<file path="src/rtl/id_debug_stage.sv">
// Decode stage: ID/EX pipeline register, load-use hazard detection and an optional
// multi-breakpoint halt/step debug controller (built only when ID_BREAKPOINT_EN is defined).
module id_debug_stage #(
    parameter int XLEN   = 32,
    parameter int NUM_BP = 4,
    parameter int CTRL_W = 24,
    parameter int BPI_W  = 2
) (
    input  logic              clk,
    input  logic              rst,
    input  logic [31:0]       if_id_instruction,
    input  logic [XLEN-1:0]   if_id_pc_next,
    input  logic              if_id_valid,
    input  logic [CTRL_W-1:0] ctrl_in,
    input  logic              flush_id,
    input  logic              bp_wr_en,
    input  logic [BPI_W-1:0]  bp_wr_idx,
    input  logic [XLEN-1:0]   bp_wr_addr,
    input  logic              bp_wr_arm,
    input  logic              continue_sig,
    input  logic              step_sig,
    output logic              id_ex_valid,
    output logic [CTRL_W-1:0] id_ex_ctrl,
    output logic [4:0]        id_ex_rs,
    output logic [4:0]        id_ex_rt,
    output logic [4:0]        id_ex_rd,
    output logic [4:0]        id_ex_shamt,
    output logic [XLEN-1:0]   id_ex_imm_sign_extended,
    output logic [XLEN-1:0]   id_ex_pc_next,
    output logic              stall,
    output logic              stall_breakpoint,
    output logic [BPI_W-1:0]  bp_hit_idx,
    output logic [1:0]        dbg_state
);

    typedef struct packed {
        logic              valid;
        logic [CTRL_W-1:0] ctrl;
        logic [4:0]        rs;
        logic [4:0]        rt;
        logic [4:0]        rd;
        logic [4:0]        shamt;
        logic [XLEN-1:0]   imm;
        logic [XLEN-1:0]   pc_next;
    } id_ex_t;

    id_ex_t dec, id_ex_d, id_ex_q;
    logic   dbg_block;
    logic   load_en;

    always_comb begin
        dec.valid   = if_id_valid;
        dec.ctrl    = ctrl_in;
        dec.rs      = if_id_instruction[25:21];
        dec.rt      = if_id_instruction[20:16];
        dec.rd      = if_id_instruction[15:11];
        dec.shamt   = if_id_instruction[10:6];
        dec.imm     = {{(XLEN-16){if_id_instruction[15]}}, if_id_instruction[15:0]};
        dec.pc_next = if_id_pc_next;
    end

    // r0 never carries a real dependency, so a load targeting it cannot stall
    assign stall = id_ex_q.valid & id_ex_q.ctrl[1] & (id_ex_q.rt != 5'd0) &
                   ((id_ex_q.rt == dec.rs) | (id_ex_q.rt == dec.rt));

    assign load_en = ~flush_id & ~stall & ~dbg_block;

    always_comb begin
        id_ex_d = '0;
        if (load_en) id_ex_d = dec;
    end

    always_ff @(posedge clk) begin
        if (rst) id_ex_q <= '0;
        else     id_ex_q <= id_ex_d;
    end

    assign id_ex_valid             = id_ex_q.valid;
    assign id_ex_ctrl              = id_ex_q.ctrl;
    assign id_ex_rs                = id_ex_q.rs;
    assign id_ex_rt                = id_ex_q.rt;
    assign id_ex_rd                = id_ex_q.rd;
    assign id_ex_shamt             = id_ex_q.shamt;
    assign id_ex_imm_sign_extended = id_ex_q.imm;
    assign id_ex_pc_next           = id_ex_q.pc_next;

`ifdef ID_BREAKPOINT_EN
    localparam logic [1:0] RUN  = 2'b00;
    localparam logic [1:0] HALT = 2'b01;
    localparam logic [1:0] STEP = 2'b10;

    logic [XLEN-1:0]  bp_addr_q [NUM_BP];
    logic [XLEN-1:0]  bp_addr_d [NUM_BP];
    logic [NUM_BP-1:0] bp_arm_q, bp_arm_d, hit;
    logic [BPI_W-1:0] hit_lo, bp_hit_idx_q, bp_hit_idx_d;
    logic [1:0]       state_q, state_d;
    logic             skip_q, skip_d;
    logic [XLEN-1:0]  pc_cur;
    logic             match, issue;

    assign pc_cur = if_id_pc_next - XLEN'(4);

    always_comb begin
        bp_addr_d = bp_addr_q;
        bp_arm_d  = bp_arm_q;
        for (int i = 0; i < NUM_BP; i++) begin
            if (bp_wr_en && bp_wr_idx == BPI_W'(i)) begin
                bp_addr_d[i] = bp_wr_addr;
                bp_arm_d[i]  = bp_wr_arm;
            end
        end
    end

    always_comb begin
        hit    = '0;
        hit_lo = '0;
        for (int i = 0; i < NUM_BP; i++) hit[i] = bp_arm_q[i] && (bp_addr_q[i] == pc_cur);
        for (int i = NUM_BP - 1; i >= 0; i--) if (hit[i]) hit_lo = BPI_W'(i);
    end

    // skip lets the instruction just released from HALT pass its own breakpoint
    assign match = if_id_valid & ~flush_id & ~skip_q & (|hit);
    assign issue = load_en & if_id_valid;

    always_ff @(posedge clk) begin
        if (rst) begin
            state_q      <= RUN;
            skip_q       <= 1'b0;
            bp_hit_idx_q <= '0;
            bp_arm_q     <= '0;
            for (int i = 0; i < NUM_BP; i++) bp_addr_q[i] <= '0;
        end else begin
            state_q      <= state_d;
            skip_q       <= skip_d;
            bp_hit_idx_q <= bp_hit_idx_d;
            bp_arm_q     <= bp_arm_d;
            bp_addr_q    <= bp_addr_d;
        end
    end

    always_comb begin
        state_d      = state_q;
        skip_d       = skip_q;
        bp_hit_idx_d = bp_hit_idx_q;
        case (state_q)
            RUN: if (match) begin
                state_d      = HALT;
                bp_hit_idx_d = hit_lo;
            end
            HALT: if (continue_sig) begin
                state_d = RUN;
                skip_d  = 1'b1;
            end else if (step_sig) begin
                state_d = STEP;
                skip_d  = 1'b1;
            end
            STEP: if (issue) state_d = HALT;
            default: state_d = RUN;
        endcase
        if (flush_id || issue) skip_d = 1'b0;
    end

    always_comb begin
        dbg_block = ((state_q == RUN) && match) || (state_q == HALT) ||
                    ((state_q == STEP) && !if_id_valid);
        stall_breakpoint = dbg_block & ~flush_id;
        dbg_state        = state_q;
        bp_hit_idx       = bp_hit_idx_q;
    end

    logic unused_bits;
    assign unused_bits = ^if_id_instruction[31:26];
`else
    assign dbg_block        = 1'b0;
    assign stall_breakpoint = 1'b0;
    assign bp_hit_idx       = '0;
    assign dbg_state        = 2'b00;

    logic unused_bits;
    assign unused_bits = ^{if_id_instruction[31:26], bp_wr_en, bp_wr_idx, bp_wr_addr,
                           bp_wr_arm, continue_sig, step_sig};
`endif

endmodule

</file>
<file path="config.mk">
export PLATFORM = sky130hd
export DESIGN_NAME = id_debug_stage
export DESIGN_NICKNAME = d
export VERILOG_FILES = /design/src/rtl/id_debug_stage.sv
export SDC_FILE = /design/constraint.sdc
export NUM_CORES = 1
export LEC_CHECK = 0
export ABC_AREA = 1
export ABC_CLOCK_PERIOD_IN_PS = 2500
export CELL_PAD_IN_SITES_DETAIL_PLACEMENT = 0
export CELL_PAD_IN_SITES_GLOBAL_PLACEMENT = 1
export CORE_AREA = 2 2 116 118
export CTS_CLUSTER_SIZE = 14
export DETAILED_ROUTE_END_ITERATION = 7
export DIE_AREA = 0 0 118 120
export GPL_ROUTABILITY_DRIVEN = 0
export PLACE_DENSITY = 0.82
export SLEW_MARGIN = 20
export SYNTH_ARGS = -nofsm -noshare
export SYNTH_HDL_FRONTEND = slang
export SYNTH_SLANG_ARGS = --single-unit
</file>
<file path="constraint.sdc">
create_clock -name clk -period 2.5 [get_ports clk]
set_input_delay 0.5 -clock clk [delete_from_list [all_inputs] [get_ports clk]]
set_output_delay 0.5 -clock clk [all_outputs]
set_load 0.005 [all_outputs]
</file>
==> results.tsv <==
metric	value	unit
syn_area	0.00281	sq mm
ios	245	
criticalPathCategory	input port to output pin	
grt_pass1_vias	2343	
drive_gt1_share	4.63	%
drc	0	
wl_per_cell	10.1	microns
yosysWarnings	0	
peakVddDrop	0.474	mV
worstPathRequired	2.00	ns
vias	2403	
status	finished, final reports clean	
diodes	0	
avgSynthCellArea	8.34	sq um
max_stage_delay	0.49	ns
powerDensity	611	mW/mm^2
io_buffers	195	
setup_viol	0	
cts_tree	built	
wl_met2	3.42	mm
h-tree-depth	3	
drt-initial-drc-count	38	
clk_pin_slew_worst_paths	0.06	ns
core_area	0.0130	sq mm
min_period	2.28	ns
setup_tns	0	ns
hold_class	input port to flip-flop	
initial_utilization	21.6	%
hold_violations	0	
yosysSeqAreaShare	59.2	%
syn-instance-count	337	
critPathSlowestCell	clkdlybuf4s50_1	
crit_path_frequent_cell	nand2_1	
clk_latency	0.34	ns
drt-met1-wl	2.63	mm
dp_cells	678	
die_w	118	microns
fin_crit_sh	91.2	%
cts_made_buffers	9	
holdWs	0.679	ns
crit_arrival	1.78	ns
critPathCaptureType	output pin	
rows	42	
max_freq	439	MHz
fin_cells	694	
grt_overflow	0	
die_area	0.0142	sq mm
avgViaCountPerCell	3.46	
max_slew_margin	65.0	%
nets	643	
setup_ws	0.221	ns
syn_to_final_growth	79.2	%
fill_cells	1359	
grt_start_max_net_pins	43	
path_cells	clkdlybuf4s50_1 -> inv_1 -> nand2_1 -> nand2_1 -> nor2_2 -> nand3_1 -> nand2_1 -> nand2_1 -> inv_1 -> dlygate4sd2_1	
synth_seq_cells	83	
ant_nets	0	
synth.distinct_cells	11	
maxCapViolCount	0	
rsz0062_at_grt	false	
synth_top_area_share	59.2	%
grt_pass1_wl	11.1	mm
firstDrtPassIters	4	
antenna_found_initial	0	
pre_cts_ws	-0.0717	ns
start_kind	input port	
synth.largest_area_cell	dfxtp_1	
clockBufferDepth	2	
clkSinkCount	83	
worstMarginPinSlew	0.524	ns
cellLeakagePower	2.36	nW
fp.dieH	120	microns
fin_skew	0.00876	ns
maxUsedRoutingLayer	met4	
wl	7.04	mm
drv_slew	0	
dp_hpwl	5.59	mm
wl_met3	806	microns
ctsRootBufferMaster	clkbuf_16	
total_power	3.07	mW
grtUsageTotal	10.1	%
synth_area_leaders	dfxtp_1 (59%), inv_1 (12%), nor2_1 (12%), buf_4 (8.3%), nand2_1 (3.3%)	
crit_fanout	2	
==> where the power goes <==
part | internal [mW] | switching (mW) | total (mW)
sequential | 1.38 | 0.0212 | 1.40
clock | 0.769 | 0.523 | 1.29
combinational | 0.264 | 0.119 | 0.383
==> cell usage after synthesis (all sizes together) <==
cell	count
nor2	90
xnor2	2
nand3	4
nor3	1
conb	1
nand2	25
dfxtp	83
buf	40
inv	91
==> cell usage in the layout (no fill, tap or decap), drive strengths merged <==
master	netlist	routed
bufinv	0	1
nand3	4	4
nor3	1	1
inv	91	92
nand2	25	25
conb	1	5
dfxtp	83	83
clkinvlp	0	1
clkbuf	0	9
clkdlybuf4s50	0	194
clkinv	0	4
dlygate4sd2	0	1
xnor2	2	2
buf	40	6
nor2	90	90
==> registers in the layout, summed over array words and instances, names as in the netlist <==
name,flops
id_ex_pc_next,32
id_ex_ctrl,24
id_ex_imm_sign_extended,7
id_ex_rd,5
id_ex_rs,5
id_ex_rt,5
id_ex_shamt,4
id_ex_valid,1
==> logic make-up (layout without fill, tap and decap cells) <==
group	after synthesis	after routing	share of synthesized area [%]
other	1	5	0.134
and+or+nand+nor	120	120	16.3
DFF	83	83	59.2
xor gates and xnor gates	2	2	0.624
buffers and inverters	131	308	23.8
==> final cells by class <==
cell class | count | area (sq um) | area share [%]
inverters | 91 | 342 | 6.79
clock inverters | 7 | 66.3 | 1.32
multi-input cells | 127 | 498 | 9.89
well taps | 176 | 220 | 4.37
clock buffers | 9 | 225 | 4.47
repair buffers | 201 | 2020 | 40.1
flip-flops and latches | 83 | 1660 | 33.0
==> what timing repair did <==
item                       4_1_cts  5_1_grt
setup endpoints to repair        1        0
setup buffers                    0        0
hold endpoints to repair         0        0
resized for setup                2        0
hold buffers                     0        0
==> final timing paths <==
path | start | end | depth (start not counted) | slack [ns]
worst max-delay path | if_id_instruction[23] | stall | 10 | 0.22
worst min register to register | id_ex_ctrl[1] | id_ex_rt[0] | 7 | 1.01
worst max register to register | id_ex_rt[2] | id_ex_pc_next[26] | 11 | 0.93
worst min-delay path | if_id_pc_next[18] | id_ex_pc_next[18] | 3 | 0.68
==> metal layers <==
layer,GRT usage (%),vias up
li1,-,1237
met3,5.70,16
met1,9.80,1038
met4,5.95,0
met2,16.7,112
met5,0,-
==> through the flow <==
stage                     instance area, sq um  utilization (%)
after floorplan                           2820                -
after global placement                    4740             36.5
after detailed placement                  4740             36.5
after CTS                                 5030             38.8
after global routing                      5030             38.8
final                                     5030             38.8
==> worst max-delay path: cells and delay by family <==
family,cells,cell delay [ns]
buffers and inverters,4,0.85
AND/OR/NAND/NOR,6,0.45
Note: power is estimated with default switching activity, not from simulation.
